==> config.mk <==
export PLATFORM = sky130hd
export DESIGN_NAME = tbm_ctrl
export DESIGN_NICKNAME = d
export VERILOG_FILES = /design/src/rtl/tbm_ctrl.sv
export SDC_FILE = /design/constraint.sdc
export NUM_CORES = 1
export LEC_CHECK = 0
export ABC_CLOCK_PERIOD_IN_PS = 5900
export CAP_MARGIN = 10
export CORE_UTILIZATION = 54
export DETAILED_ROUTE_END_ITERATION = 12
export PLACE_DENSITY = 0.91
export REMOVE_ABC_BUFFERS = 1
export SKIP_LAST_GASP = 1
export SYNTH_ARGS = -nofsm -noshare
export SYNTH_HDL_FRONTEND = slang
export SYNTH_SLANG_ARGS = --single-unit
export TNS_END_PERCENT = 20
==> constraint.sdc <==
create_clock -name clk -period 5.9 [get_ports clk]
set_clock_uncertainty 0.05 [all_clocks]
set_input_delay 0.885 -clock clk [delete_from_list [all_inputs] [get_ports clk]]
set_output_delay 0.885 -clock clk [all_outputs]
set_load 0.01 [all_outputs]
==> src/rtl/tbm_ctrl.sv <==
// Traceback-memory controller for an 8-state Viterbi decoder: sequences ACS writes into a
// 4-bank survivor memory and schedules train/decode traceback jobs over completed banks.
module tbm_ctrl #(
    parameter int TB_LEN = 16,
    parameter int AW     = 4
) (
    input  logic          clk,
    input  logic          rst,
    input  logic          acs_valid,
    output logic          acs_ready,
    output logic          mem_wr_en,
    output logic [1:0]    mem_wr_bank,
    output logic [AW-1:0] mem_wr_addr,
    output logic          mem_rd_en,
    output logic [1:0]    mem_rd_bank,
    output logic [AW-1:0] mem_rd_addr,
    output logic          tbu_enable,
    output logic          tbu_selection,
    input  logic          tbu_wr_en,
    output logic          out_wr_en,
    output logic [AW-1:0] out_wr_addr,
    output logic          out_buf_sel,
    output logic          blk_done,
    output logic          busy
);

    typedef enum logic [2:0] {IDLE, TRAIN, DECODE, DRAIN, DONE} state_t;

    localparam logic [AW-1:0] LAST = AW'(TB_LEN - 1);

    state_t        state, state_next;
    logic [2:0]    held, held_next;
    logic [1:0]    fin_ptr, wr_bank;
    logic [AW-1:0] wr_addr, rd_cnt, rd_cnt_next, out_addr, out_addr_next;
    logic          out_all, out_all_next;
    logic          buf_sel, tbu_en_q, tbu_sel_q;
    logic          wr_wrap, job_done, out_take;

    assign acs_ready     = (held != 3'd4);
    assign mem_wr_en     = acs_valid & acs_ready;
    assign mem_wr_bank   = wr_bank;
    assign mem_wr_addr   = wr_addr;
    assign wr_wrap       = mem_wr_en && (wr_addr == LAST);
    assign job_done      = (state == DONE);
    assign out_take      = tbu_wr_en && ((state == DECODE) || (state == DRAIN));
    assign out_wr_en     = tbu_wr_en;
    assign out_wr_addr   = out_addr;
    assign out_buf_sel   = buf_sel;
    assign tbu_enable    = tbu_en_q;
    assign tbu_selection = tbu_sel_q;
    assign busy          = (state != IDLE);

    // Bank completion and job release in the same cycle cancel out.
    always_comb begin
        held_next = held;
        if (wr_wrap && !job_done)
            held_next = held + 3'd1;
        else if (!wr_wrap && job_done)
            held_next = held - 3'd1;
    end

    always_comb begin
        state_next    = state;
        rd_cnt_next   = rd_cnt;
        out_addr_next = out_addr;
        out_all_next  = out_all;
        mem_rd_en     = 1'b0;
        mem_rd_bank   = '0;
        mem_rd_addr   = '0;
        blk_done      = 1'b0;
        if (out_take) begin
            out_addr_next = out_addr - AW'(1);
            if (out_addr == '0)
                out_all_next = 1'b1;
        end
        case (state)
            IDLE: begin
                if (held >= 3'd2) begin
                    state_next    = TRAIN;
                    rd_cnt_next   = LAST;
                    out_addr_next = LAST;
                    out_all_next  = 1'b0;
                end
            end
            TRAIN: begin
                mem_rd_en   = 1'b1;
                mem_rd_bank = fin_ptr + 2'd1;
                mem_rd_addr = rd_cnt;
                rd_cnt_next = rd_cnt - AW'(1);
                if (rd_cnt == '0) begin
                    state_next  = DECODE;
                    rd_cnt_next = LAST;
                end
            end
            DECODE: begin
                mem_rd_en   = 1'b1;
                mem_rd_bank = fin_ptr;
                mem_rd_addr = rd_cnt;
                rd_cnt_next = rd_cnt - AW'(1);
                if (rd_cnt == '0)
                    state_next = DRAIN;
            end
            DRAIN: begin
                // The last decoded bit may already have arrived during DECODE.
                if (out_all || (out_take && (out_addr == '0)))
                    state_next = DONE;
            end
            DONE: begin
                blk_done   = 1'b1;
                state_next = IDLE;
            end
            default: state_next = IDLE;
        endcase
    end

    always_ff @(posedge clk or negedge rst) begin
        if (!rst) begin
            state     <= IDLE;
            held      <= '0;
            fin_ptr   <= '0;
            wr_bank   <= '0;
            wr_addr   <= '0;
            rd_cnt    <= '0;
            out_addr  <= '0;
            out_all   <= 1'b0;
            buf_sel   <= 1'b0;
            tbu_en_q  <= 1'b0;
            tbu_sel_q <= 1'b0;
        end else begin
            state     <= state_next;
            held      <= held_next;
            rd_cnt    <= rd_cnt_next;
            out_addr  <= out_addr_next;
            out_all   <= out_all_next;
            tbu_en_q  <= (state == TRAIN) || (state == DECODE);
            tbu_sel_q <= (state == DECODE);
            if (mem_wr_en) begin
                wr_addr <= wr_addr + AW'(1);
                if (wr_addr == LAST)
                    wr_bank <= wr_bank + 2'd1;
            end
            if (job_done) begin
                fin_ptr <= fin_ptr + 2'd1;
                buf_sel <= ~buf_sel;
            end
        end
    end

endmodule

Yosys cells after proc, flatten, opt, wreduce, memory -nomap -nowiden
Cells that the tools add are included.

Register bits: 26. Output and inout bits: 25.

$add $sub $neg: 7. $lt $le $gt $ge: 1. Eq/ne operators: 10. Mux-type cells: 21. Bitwise operators: 2. Reductions and logical operators: 20.

Operator list (number): 4-bit two-way mux (6); 3-bit two-way mux (6); 3-bit one-hot mux with 4 select lines (1); 4-bit one-hot mux with 3 select lines (1); 4-bit zero test (2); 4-bit by 1-bit subtractor with 4-bit output (second input constant) (2); 3-bit by 2-bit == test with 1-bit output (second input constant) (2); 1-bit two-way mux (6); 2-bit != test (second input constant) (3); 3-bit nonzero test (2); 1-bit logical AND (5); 2-bit by 1-bit adder with 2-bit output (second input constant) (2); 4-bit by 1-bit adder with 4-bit output (second input constant) (1); 4-bit == test (second input constant) (1); 2-bit one-hot mux with 2 select lines (1); 2-bit AND reduction (2); 4-bit AND reduction (1); 3-bit by 1-bit adder with 3-bit output (second input constant) (1); 3-bit by 1-bit == test with 1-bit output (second input constant) (1); 3-bit == test (second input constant) (1); 3-bit by 2-bit >= comparator with 1-bit output (second input constant) (1); 3-bit zero test (1); 1-bit logical OR (3); 3-bit != test (second input constant) (1); other kinds (7) (8).

Longest topological paths before layout
Gate-level depths: netlist of run 1.

Depth after elaboration: 7. Depth in mapped cells: 9. Depth with buffers taken out: 9.

Worst setup path after synthesis of run 1
Ideal clock, no wire load.

Path type: input to register. From: input port acs_valid. To: register held[2]. Data arrival time: 2.104 ns. Data required time: 5.771 ns. Setup slack: 3.667 ns. Cell stages on the path: 7. Path buffers: 0. Path through: nor3b_2 > ha_1 > inv_1 > fa_1 > xor2_1 > nor2_1 > xor2_1.

Word-level cells in the longest chain between the ends: 5.

RTL lines: start: declaration (RTL line 9) `input logic acs_valid,`; 1-bit AND (*) (RTL line 40) `assign mem_wr_en = acs_valid & acs_ready;`; 1-bit logical AND (*) (RTL line 43) `assign wr_wrap = mem_wr_en && (wr_addr == LAST);`; 1-bit zero test (RTL line 58) `else if (!wr_wrap && job_done)`; 1-bit logical AND (RTL line 58); 2-bit nonzero test (no line); end signal: assignment (RTL line 131) `held <= held_next;`; end: declaration (RTL line 32) `logic [2:0] held, held_next;`.

Every way passes the cells marked *; elsewhere a longest branch is shown, timed or not. A chain may end at the register's enable or synchronous reset.

Final worst setup path of run 1
From: input port acs_valid. To: output port mem_wr_en.

Word-level cells in the longest chain between the ends: 1.

RTL lines: 1-bit AND (RTL line 40); end: declaration (RTL line 11) `output logic mem_wr_en,`.

No other way between the ends.

==> results.md, run 1 <==
* Top_reg_cell synth: dfrtp_1
* Syn Area/Cell at 10.3 um2
* Vias in the first global route at 1,073
* HPWL reported at the end of detailed placement at 2.13 mm
* Net Sw Frac at 39.6%
* CP Class: input port to primary output
* R2R depth at 9
* Die X at 53.1 um
* Synth cell types at 43
* Final net count at 175
* Hold Fails Final Rpt at 0
* Pin count of the biggest net entering global routing at 27
* Commonest non-fill, non-tap cell in the layout: clkdlybuf4s50_1
* Core Region at 0.00248 mm2
* Number of hold buffers added after CTS at 0
* Worst hold path class: flop to flop
* Most used routing layer: met2
* CTS Root Cell: clkbuf_4
* Maximum VDD drop at 369 uV
* RSZ-0062 raised after global routing: no
* PwrDens at 542 mW/mm2
* # DRC at 0
* Sequential Power Share at 37.5%
* CTS tree: built
* Gate power share at 52.8%
* PostCTS Resize Cnt at 0
* Grt met2 use at 40.9%
* Io pins at 29
* Fin. max-slew vios at 0
* CTS Buf Count at 3
* Most frequent cells in the layout: 28 x clkdlybuf4s50_1, 26 x dfrtp_1, 14 x nand2_1
* Routing usage on met3 at 2.87%
* Grt total ovfl at 0
* Worst-path clk slew at 0.14 ns
* Clock power share at 9.8%
* Worst-Margin Slew at 0.485 ns
* Final Util at 71.1%
* Longest Clk Path Bufs at 2
* GP Congestion at 0.877
* Tcrit/Tclk final at 56.0%
* Worst Path Arrival at 2.37 ns
* Switch Pwr at 378 uW
* Port Buffers at 28
* Initial core utilization at 56.9%
* Critical path data required time at 4.97 ns
* Total Routing Usage GR at 23.7%
* Die height at 53.1 um
* Critical path fanouts, max at 5
* Synthesized area at 0.00141 mm2
* Max_cap viols at 0
* Vias at 1,098
* Lkg Pwr at 0.000736 uW
* Mapped Cells at 137
* Area grow syn2layout at 25.0%
* Clock Sinks at 26
* CP Capture Type: primary output
* WL per Instance at 14.8 um
* Depth of the CTS H-tree at 1
* Mean number of vias per cell at 5.63
* Final ANT Viol Nets at 0
* Initial DRC count at 23
* Initial antenna violation count at 0
* Layout cells sized above 1 at 9.70%
* CP startpoint kind: input port
* Wirelength, routed at 2.88 mm
* First-pass GRT wire length at 4.73 mm
* Int Pwr at 577 uW
* Met1 Track Usage GR at 27.8%
* # fillers at 183
* Peak Freq at 303 MHz
* Post-CTS Setup Repair Bufs at 0
* Post-synthesis register bit count at 26
* Syn. warnings at 0
* Post-synth EDFFs at 0
* TNS Setup at 0 ns
* Sequential share of the synthesized area at 46.2%
* Minimum period implied by the final worst setup slack at 3.30 ns
* Post-synthesis async set-or-reset flop share at 100%
* Final setup viols at 0
* FP Rows at 18
* First-pass DRT Iterations at 4
* Clk_lat worst skew at 0.33 ns
* Outcome: finished clean
* Cell count of the worst hold path at 1
* # diodes at 0
* Full die area at 0.00282 mm2
* Worst slew margin at 67.4%
## worst paths after layout
check / start / endpoint / slack, ns
min in group asynchronous: rst / rd_cnt[3] / 0.79
worst min-delay path: mem_wr_bank[1] / mem_wr_bank[1] / 0.43
worst max-delay path: acs_valid / mem_wr_en / 2.60
worst max register to register: mem_wr_addr[0] / held[2] / 3.70
max in group asynchronous: rst / mem_wr_addr[0] / 4.57
worst min register to register: mem_wr_bank[1] / mem_wr_bank[1] / 0.43
## sequential cells by signal, indices dropped and copies added (netlist names)
signal and cells:
rd_cnt 4, tbu_enable 1, state 3, mem_wr_addr 4
tbu_selection 1, mem_wr_bank 2, out_wr_addr 4, fin_ptr 2
out_all 1, out_buf_sel 1, held 3
## logic make-up after synthesis
group                      synth area share (%)
and+or+nand+nor                            22.2
DFF                                        46.2
AOI/OAI and AO/OA                          9.68
xor gates and xnor gates                   9.95
buffers and inverters                      4.44
adders and majority gates                  4.97
muxes                                      2.58
## worst max-delay path, cell delays in order
cell and delay, ns:
clkdlybuf4s50_1 0.47, nor2b_1 0.39, clkdlybuf4s50_1 0.62
## area by class of cell
type	instances	area (um2)	share of cell area, %
Inverter	9	33.8	1.92
Clock buffer	4	36.3	2.06
Timing Repair Buffer	29	308	17.5
Sequential cell	26	651	36.9
Multi-Input combinational cell	97	696	39.5
Tap cell	30	37.5	2.13
## per-layer routing
layer	up-vias	part of all wire (%)
li1	518	-
met1	529	42
met2	43	51
met3	8	4.0
met4	0	2.6
met5	-	0
## cell usage after synthesis, types with 2 or more instances
| cell type | count | area share, % |
|---|---|---|
| a21oi_1 | 5 | 1.8 |
| buf_2 | 2 | 0.71 |
| buf_4 | 2 | 1.1 |
| dfrtp_1 | 26 | 46 |
| ha_1 | 4 | 3.6 |
| inv_1 | 9 | 2.4 |
| nand2_1 | 14 | 3.7 |
| nand2b_1 | 2 | 0.89 |
| nand3_1 | 2 | 0.71 |
| nand3b_1 | 2 | 1.1 |
| nor2_1 | 10 | 2.7 |
| nor2b_1 | 4 | 1.8 |
| nor3_1 | 5 | 1.8 |
| nor3b_2 | 2 | 1.8 |
| o211ai_1 | 2 | 1.1 |
| o21a_1 | 2 | 1.1 |
| o21ai_0 | 4 | 1.4 |
| xnor2_1 | 10 | 6.2 |
| xor2_1 | 6 | 3.7 |
## stage by stage
step | power (uW) | std cells | setup WS (ns) | hold slack [ns] | instance area, um2
5_1_grt | 1030 | 195 | 2.50 | 0.468 | 1760
2_1_floorplan | 631 | 132 | 3.58 | 0.403 | 1380
4_1_cts | 957 | 194 | 2.61 | 0.443 | 1730
3_3_place_gp | 826 | 190 | 2.69 | 0.412 | 1700
6_report | 955 | 195 | 2.60 | 0.435 | 1760
3_5_place_dp | 864 | 190 | 2.62 | 0.419 | 1700
## power groups by stage
| stage | Sequential (uW) | Clock, uW | Combinational (uW) |
|---|---|---|---|
| 5_1_grt | 374 | 100 | 553 |
| 3_5_place_dp | 361 | 0 | 502 |
| 3_3_place_gp | 353 | 0 | 473 |
| 6_report | 358 | 93.3 | 504 |
| 2_1_floorplan | 360 | 0 | 271 |
| 4_1_cts | 358 | 93.1 | 505 |
No activity file was read; power rests on OpenSTA's default activity.
==> run 2, diff against run 1 <==
--- a/config.mk
+++ b/config.mk
@@ -5,11 +5,11 @@
 export SDC_FILE = /design/constraint.sdc
 export NUM_CORES = 1
 export LEC_CHECK = 0
-export ABC_CLOCK_PERIOD_IN_PS = 5900
+export ABC_CLOCK_PERIOD_IN_PS = 2700
 export CAP_MARGIN = 10
-export CORE_UTILIZATION = 54
+export CORE_UTILIZATION = 45
 export DETAILED_ROUTE_END_ITERATION = 12
-export PLACE_DENSITY = 0.91
+export PLACE_DENSITY = 0.81
 export REMOVE_ABC_BUFFERS = 1
 export SKIP_LAST_GASP = 1
 export SYNTH_ARGS = -nofsm -noshare
==> constraint.sdc (replaced) <==
create_clock -name clk -period 2.7 [get_ports clk]
set_clock_uncertainty 0.05 [all_clocks]
set_input_delay 0.405 -clock clk [delete_from_list [all_inputs] [get_ports clk]]
set_output_delay 0.405 -clock clk [all_outputs]
set_load 0.01 [all_outputs]
==> run 2 against run 1 <==
Net effect:
- the flow now finishes with violations (DRC)
- wire length down 1.1%
- design area up 1.2%
- global-route usage down 4.5 points
- combinational power up 130%
- non-clock buffer count up 7
- first-iteration DRC count up 91%
- register-to-register slack worse by 3.2 ns
- sequential share of layout area down 0.37 points
- core utilization down 8.6 points
- largest cell class unchanged
- final cell count up 3.6%
==> results.md, run 2 (same netlist as run 1, synthesis figures left out) <==
* Port Buffers at 28 (unchanged)
* Most used routing layer: met2 (unchanged)
* Post-DP Area at 0.00172 mm2 (was 0.00170 mm2)
* Grt met2 use at 33.7% (was 40.9%)
* Worst Path Arrival at 2.10 ns (was 2.37 ns)
* Initial core utilization at 49.4% (was 56.9%)
* CP Capture Type: primary output (unchanged)
* GP Congestion at 0.863 (was 0.877)
* Met1 Track Usage GR at 24.2% (was 27.8%)
* Reg2reg start: mem_wr_addr[0] (unchanged)
* Most frequent cells in the layout: 28 x clkdlybuf4s50_1, 25 x dfrtp_1, 14 x nand2_1 (was 28 x clkdlybuf4s50_1, 26 x dfrtp_1, 14 x nand2_1)
* Outcome: complete, but fails checks (was finished clean)
* Vias in the first global route at 1,138 (was 1,073)
* Switch Pwr at 804 uW (was 378 uW)
* Int Pwr at 1250 uW (was 577 uW)
* Clk_lat worst skew at 0.31 ns (was 0.33 ns)
* Worst-Margin Slew at 0.578 ns (was 0.485 ns)
* Fin. max-slew vios at 0 (unchanged)
* Critical path data required time at 2.25 ns (was 4.97 ns)
* Design area at 0.00178 mm2 (was 0.00176 mm2)
* Die X at 58.0 um (was 53.1 um)
* Wirelength, routed at 2.85 mm (was 2.88 mm)
* Final total power at 2060 uW (was 955 uW)
* Die height at 58.0 um (was 53.1 um)
* CTS tree: built (unchanged)
* PwrDens at 1150 mW/mm2 (was 542 mW/mm2)
* Initial antenna violation count at 0 (unchanged)
* CTS Root Cell: clkbuf_4 (unchanged)
* Vias at 1,099 (was 1,098)
* Io pins at 29 (unchanged)
* Tcrit/Tclk final at 94.7%
* Worst slack, placed at 0.303 ns (was 2.62 ns)
* RSZ-0062 raised after global routing: yes (was no)
* Number of hold buffers added after CTS at 0 (unchanged)
* Full die area at 0.00336 mm2 (was 0.00282 mm2)
* R2R Path End: held[2] (unchanged)
* Final net count at 182 (was 175)
* DP Cell Count at 194 (was 190)
* Routing usage on met3 at 2.68% (was 2.87%)
* Worst-path clk slew at 0.13 ns (was 0.14 ns)
* Clock power share at 7.8% (was 9.8%)
* Commonest non-fill, non-tap cell in the layout: clkdlybuf4s50_1 (unchanged)
* HPWL reported at the end of detailed placement at 2.05 mm (was 2.13 mm)
* Final setup viols at 0 (unchanged)
* WL per Instance at 14.1 um (was 14.8 um)
* Pin count of the biggest net entering global routing at 27 (unchanged)
* Clock Sinks at 26 (unchanged)
* Failing checks: DRC
* Core Region at 0.00285 mm2 (was 0.00248 mm2)
* CP startpoint kind: flop (was input port)
* Setup slack after layout at 0.144 ns (was 2.60 ns)
* Maximum VDD drop at 546 uV (was 369 uV)
* R2R depth at 9 (unchanged)
* Initial DRC count at 44 (was 23)
* Worst hold path class: input port to asynchronous set/reset pin (was flop to flop)
* Peak Freq at 391 MHz
* Reg2Reg Setup Slack at 0.46 ns (was 3.70 ns)
* Worst slew margin at 61.1% (was 67.4%)
* Minimum period implied by the final worst setup slack at 2.56 ns
* Fin cells at 202 (was 195)
* Lkg Pwr at 0.000751 uW (was 0.000736 uW)
* Final ANT Viol Nets at 0 (unchanged)
* Total Routing Usage GR at 19.3% (was 23.7%)
* First-pass GRT wire length at 5.01 mm (was 4.73 mm)
* Net Sw Frac at 39.1% (was 39.6%)
* Max_cap viols at 0 (unchanged)
* Layout cells sized above 1 at 13.5% (was 9.70%)
* Critical path fanouts, max at 15 (was 5)
* CP Class: flop to primary output (was input port to primary output)
* Area grow syn2layout at 26.6% (was 25.0%)
* Mean number of vias per cell at 5.44 (was 5.63)
* FP Rows at 19 (was 18)
* CTS Buf Count at 3 (unchanged)
* Grt total ovfl at 0 (unchanged)
* Hold Fails Final Rpt at 0 (unchanged)
* First-pass DRT Iterations at 8 (was 4)
* Depth of the CTS H-tree at 1 (unchanged)
* Longest Clk Path Bufs at 2 (unchanged)
* # fillers at 241 (was 183)
* # DRC at 2 (was 0)
* Sequential Power Share at 36.5% (was 37.5%)
* Gate power share at 55.7% (was 52.8%)
* # diodes at 0 (unchanged)
-- run 2: area by class of cell --
class / count / area (um2) / area share (%)
multi-input combinational: 97 / 696 / 39.0
sequential: 26 / 652 / 36.6
timing repair buffer: 36 / 340 / 19.1
tap: 31 / 38.8 / 2.18
inverter: 9 / 33.8 / 1.89
clock buffer: 3 / 22.5 / 1.26
-- run 2: worst max-delay path by stage --
stage | to | slack (ns) | startpoint
finish | mem_rd_addr[2] | 0.14 | state[1]
global route | mem_rd_addr[2] | -0.006 | state[1]
CTS | mem_rd_bank[1] | 0.08 | state[0]
detailed placement | held[2] | 0.30 | acs_valid
global placement | mem_rd_bank[1] | 0.42 | state[0]
floorplan | held[2] | 0.64 | mem_wr_addr[0]
-- run 2: layer usage --
layer	part of all wire [%]	routed length, um	vias up
li1	-	-	538
met2	52	1490	25
met1	44	1250	532
met4	1.2	34	0
met3	2.7	78	4
met5	0	0	-
-- run 2: critical path, stage by stage, from the launching register on --
cell and delay (ns):
dfrtp_1 0.36, buf_4 0.19, nor2b_1 0.24, nor2b_1 0.10
nor2_1 0.20, and2_2 0.17, clkdlybuf4s50_1 0.52
-- run 2: power groups by stage --
| stage | registers, uW | logic [uW] | clock network (uW) |
|---|---|---|---|
| floorplan | 786 | 592 | 0 |
| global placement | 749 | 1080 | 0 |
| detailed placement | 759 | 1130 | 0 |
| CTS | 755 | 1140 | 167 |
| global route | 785 | 1270 | 181 |
| finish | 752 | 1150 | 160 |
-- run 2: timing repair --
action / 4_1_cts / 5_1_grt
resized for setup: 1 / 0
setup endpoints to repair: 1 / 2
gates cloned: 0 / 0
buffers inserted: 0 / 5
-- run 2: stage by stage --
stage	TNS (ns)	util, %	hold slack, ns
after detailed placement	0	60.4	0.415
after CTS	0	61.2	0.401
after floorplan	0	-	0.0594
after global placement	0	60.4	0.411
final	0	62.5	0.392
after global routing	-0.00586	62.5	0.405
==> run 3, diff against run 2 <==
--- a/config.mk
+++ b/config.mk
@@ -5,11 +5,11 @@
 export SDC_FILE = /design/constraint.sdc
 export NUM_CORES = 1
 export LEC_CHECK = 0
-export ABC_CLOCK_PERIOD_IN_PS = 2700
+export ABC_CLOCK_PERIOD_IN_PS = 2600
 export CAP_MARGIN = 10
-export CORE_UTILIZATION = 45
+export CORE_UTILIZATION = 50
 export DETAILED_ROUTE_END_ITERATION = 12
-export PLACE_DENSITY = 0.81
+export PLACE_DENSITY = 0.85
 export REMOVE_ABC_BUFFERS = 1
 export SKIP_LAST_GASP = 1
 export SYNTH_ARGS = -nofsm -noshare
==> constraint.sdc (replaced) <==
create_clock -name clk -period 2.6 [get_ports clk]
set_clock_uncertainty 0.05 [all_clocks]
set_input_delay 0.39 -clock clk [delete_from_list [all_inputs] [get_ports clk]]
set_output_delay 0.39 -clock clk [all_outputs]
set_load 0.01 [all_outputs]
==> run 3 against run 2 <==
Net effect:
- the run now ends clean
- clock power is 28% higher
- sequential share of layout area is 0.27 points higher
- hold slack worse by 0.040 ns
- global-route usage is 3.5 points higher
- critical path depth is 1 lower
- design area is 0.91% lower
- first-iteration DRC count is 55% lower
- sequential power is 4.4% higher
- wire length is 0.70% higher
- non-clock buffer count is 4 lower
- count of clock-buffer cells in the layout is 1 higher
- total power is 5.7% higher
- critical path type unchanged
==> results.md, run 3 (same netlist as run 1, synthesis figures left out) <==
* Tcrit/Tclk final at 94.8%
* First-pass DRT Iterations at 4 (was 8)
* Max layer used: met4 (unchanged)
* Initial core utilization at 54.9% (was 49.4%)
* Net Sw Frac at 39.3% (was 39.1%)
* Mean number of vias per cell at 5.44 (about the same)
* HPWL reported at the end of detailed placement at 2.11 mm (was 2.05 mm)
* Sequential Power Share at 36.1% (was 36.5%)
* Max_cap viols at 0 (unchanged)
* WL per Instance at 14.5 um (was 14.1 um)
* Outcome: finished clean (was complete, but fails checks)
* Worst-Margin Slew at 0.468 ns (was 0.578 ns)
* Area grow syn2layout at 25.4% (was 26.6%)
* CTS Buf Count at 3 (unchanged)
* CP Capture Type: primary output (unchanged)
* CP max stage cell: clkdlybuf4s50_1 (unchanged)
* Maximum VDD drop at 900 uV (was 546 uV)
* Worst slew margin at 68.8% (was 61.1%)
* Initial DRC count at 20 (was 44)
* RSZ-0062 raised after global routing: yes (unchanged)
* Lkg Pwr at 0.000760 uW (was 0.000751 uW)
* Most frequent cells in the layout: 27 x clkdlybuf4s50_1, 26 x dfrtp_1, 14 x nand2_1 (was 28 x clkdlybuf4s50_1, 25 x dfrtp_1, 14 x nand2_1)
* Critical path fanouts, max at 4 (was 15)
* First-pass GRT wire length at 4.78 mm (was 5.01 mm)
* Post-CTS Setup Repair Bufs at 0 (unchanged)
* Final net count at 178 (was 182)
* Die height at 55.1 um (was 58.0 um)
* Int Pwr at 1320 uW (was 1250 uW)
* GP Congestion at 0.835 (was 0.863)
* Layout cells sized above 1 at 11.3% (was 13.5%)
* FP Rows at 18 (was 19)
* CP startpoint kind: flop (unchanged)
* Final total power at 2180 uW (was 2060 uW)
* Port Buffers at 28 (unchanged)
* Worst slack, placed at 0.307 ns (was 0.303 ns)
* TNS Setup at 0 ns (unchanged)
* Gate power share at 54.5% (was 55.7%)
* Core Region at 0.00257 mm2 (was 0.00285 mm2)
* # DRC at 0 (was 2)
* Wirelength, routed at 2.87 mm (was 2.85 mm)
* Vias at 1,077 (was 1,099)
* Slowest stage delay, CP at 0.52 ns (about the same)
* Final Util at 68.8% (was 62.5%)
* Initial antenna violation count at 0 (unchanged)
* Crit path cell chain: nor2b_1, nor2b_1, nor2_1, and2_2, clkdlybuf4s50_1 (was buf_4, nor2b_1, nor2b_1, nor2_1, and2_2, clkdlybuf4s50_1)
* Vias in the first global route at 1,045 (was 1,138)
* WL met3 at 132 um (was 78 um)
* Final setup viols at 0 (unchanged)
* FF/Latch Area at 651 um2 (was 652 um2)
* Switch Pwr at 855 uW (was 804 uW)
* Depth of the CTS H-tree at 1 (unchanged)
* CTS Root Cell: clkbuf_4 (unchanged)
* PwrDens at 1230 mW/mm2 (was 1150 mW/mm2)
* R2R depth at 7 (was 9)
* Clock power share at 9.4% (was 7.8%)
* Total Routing Usage GR at 22.8% (was 19.3%)
* Clk_lat worst skew at 0.32 ns (was 0.31 ns)
* Clock Sinks at 26 (unchanged)
* Minimum period implied by the final worst setup slack at 2.46 ns
* Most frequent cell on the critical path: nor2b_1 (unchanged)
* Reg2reg start: state[0] (was mem_wr_addr[0])
* CTS tree: built (unchanged)
* Io pins at 29 (unchanged)
* CP top delay family: simple AND/OR/NAND/NOR gates (unchanged)
* # fillers at 202 (was 241)
* Fin. max-slew vios at 0 (unchanged)
* Pin count of the biggest net entering global routing at 27 (unchanged)
* Setup slack after layout at 0.136 ns (was 0.144 ns)
* Longest Clk Path Bufs at 2 (unchanged)
* Reg2Reg Setup Slack at 0.38 ns (was 0.46 ns)
* Post-Route M1 WL at 1.28 mm (was 1.25 mm)
* R2R Path End: held[1] (was held[2])
* Worst hold path class: input port to asynchronous set/reset pin (unchanged)
* Hold Fails Final Rpt at 0 (unchanged)
* # diodes at 0 (unchanged)
* Grt total ovfl at 0 (unchanged)
* Die X at 55.1 um (was 58.0 um)
* Multi-input gate area at 696 um2 (unchanged)
* Buffers and inverters on the worst path at 1 (was 2)
* Full die area at 0.00303 mm2 (was 0.00336 mm2)
* Peak Freq at 406 MHz
* Critical path data required time at 2.16 ns (was 2.25 ns)
* DR WL met2 at 1.41 mm (was 1.49 mm)
* Worst-path clk slew at 0.14 ns (was 0.13 ns)
* CP Class: flop to primary output (unchanged)
* Final ANT Viol Nets at 0 (unchanged)
* Worst Path Arrival at 2.02 ns (was 2.10 ns)
* Commonest non-fill, non-tap cell in the layout: clkdlybuf4s50_1 (unchanged)
* Final hold slack at 0.352 ns (was 0.392 ns)
[run 3: changes by cell type in the layout (fill, tap and decap cells not counted)]
cell,delta
clkbuf_8,+1
buf_4,-4
dfrtp_1,+1
dlymetal6s2s_1,+1
clkdlybuf4s50_1,-1
dfrtp_2,-1
[run 3: final cells by class]
class	count	area share, %
clock buffers	4	2.05
inverters	9	1.91
multi-input cells	97	39.4
flip-flops and latches	26	36.8
well taps	30	2.12
repair buffers	32	17.7
[run 3: power by group through the flow]
stage          registers [uW]  clock network, uW  logic (uW)
2_1_floorplan             816                  0         615
3_3_place_gp              775                  0        1140
3_5_place_dp              790                  0        1180
4_1_cts                   785                213        1190
5_1_grt                   817                224        1310
6_report                  785                205        1190
[run 3: worst reg2reg max path, stage by stage (launching register included)]
cell	delay, ns
dfrtp_1	0.43
buf_4	0.19
nor2_1	0.23
nand2_1	0.19
ha_1	0.29
inv_1	0.08
fa_1	0.40
mux2_2	0.27
[run 3: how the worst max path moves through the flow]
stage,end,depth (start not counted),slack [ns],from
global placement,held[2],8,0.35,acs_valid
CTS,mem_rd_bank[1],4,0.02,state[1]
floorplan,held[2],9,0.54,mem_wr_addr[0]
global route,mem_rd_addr[2],5,-0.01,state[0]
detailed placement,held[2],8,0.31,acs_valid
finish,mem_rd_addr[2],5,0.14,state[0]
[run 3: what timing repair did]
item / 4_1_cts / 5_1_grt
resized for setup: 0 / 1
hold buffers: 0 / 0
endpoints found under the setup margin: 0 / 2
[run 3: metal layers]
| metal | global-route usage [%] | vias to the layer above |
|---|---|---|
| met2 | 36.9 | 40 |
| met1 | 28.6 | 508 |
| met5 | 0 | - |
| li1 | - | 523 |
| met3 | 3.83 | 6 |
| met4 | 12.9 | 0 |
[run 3: metrics by stage]
stage	cells	cell area, um2
global placement	194	1730
CTS	198	1760
floorplan	132	1380
finish	198	1770
global route	198	1770
detailed placement	194	1730
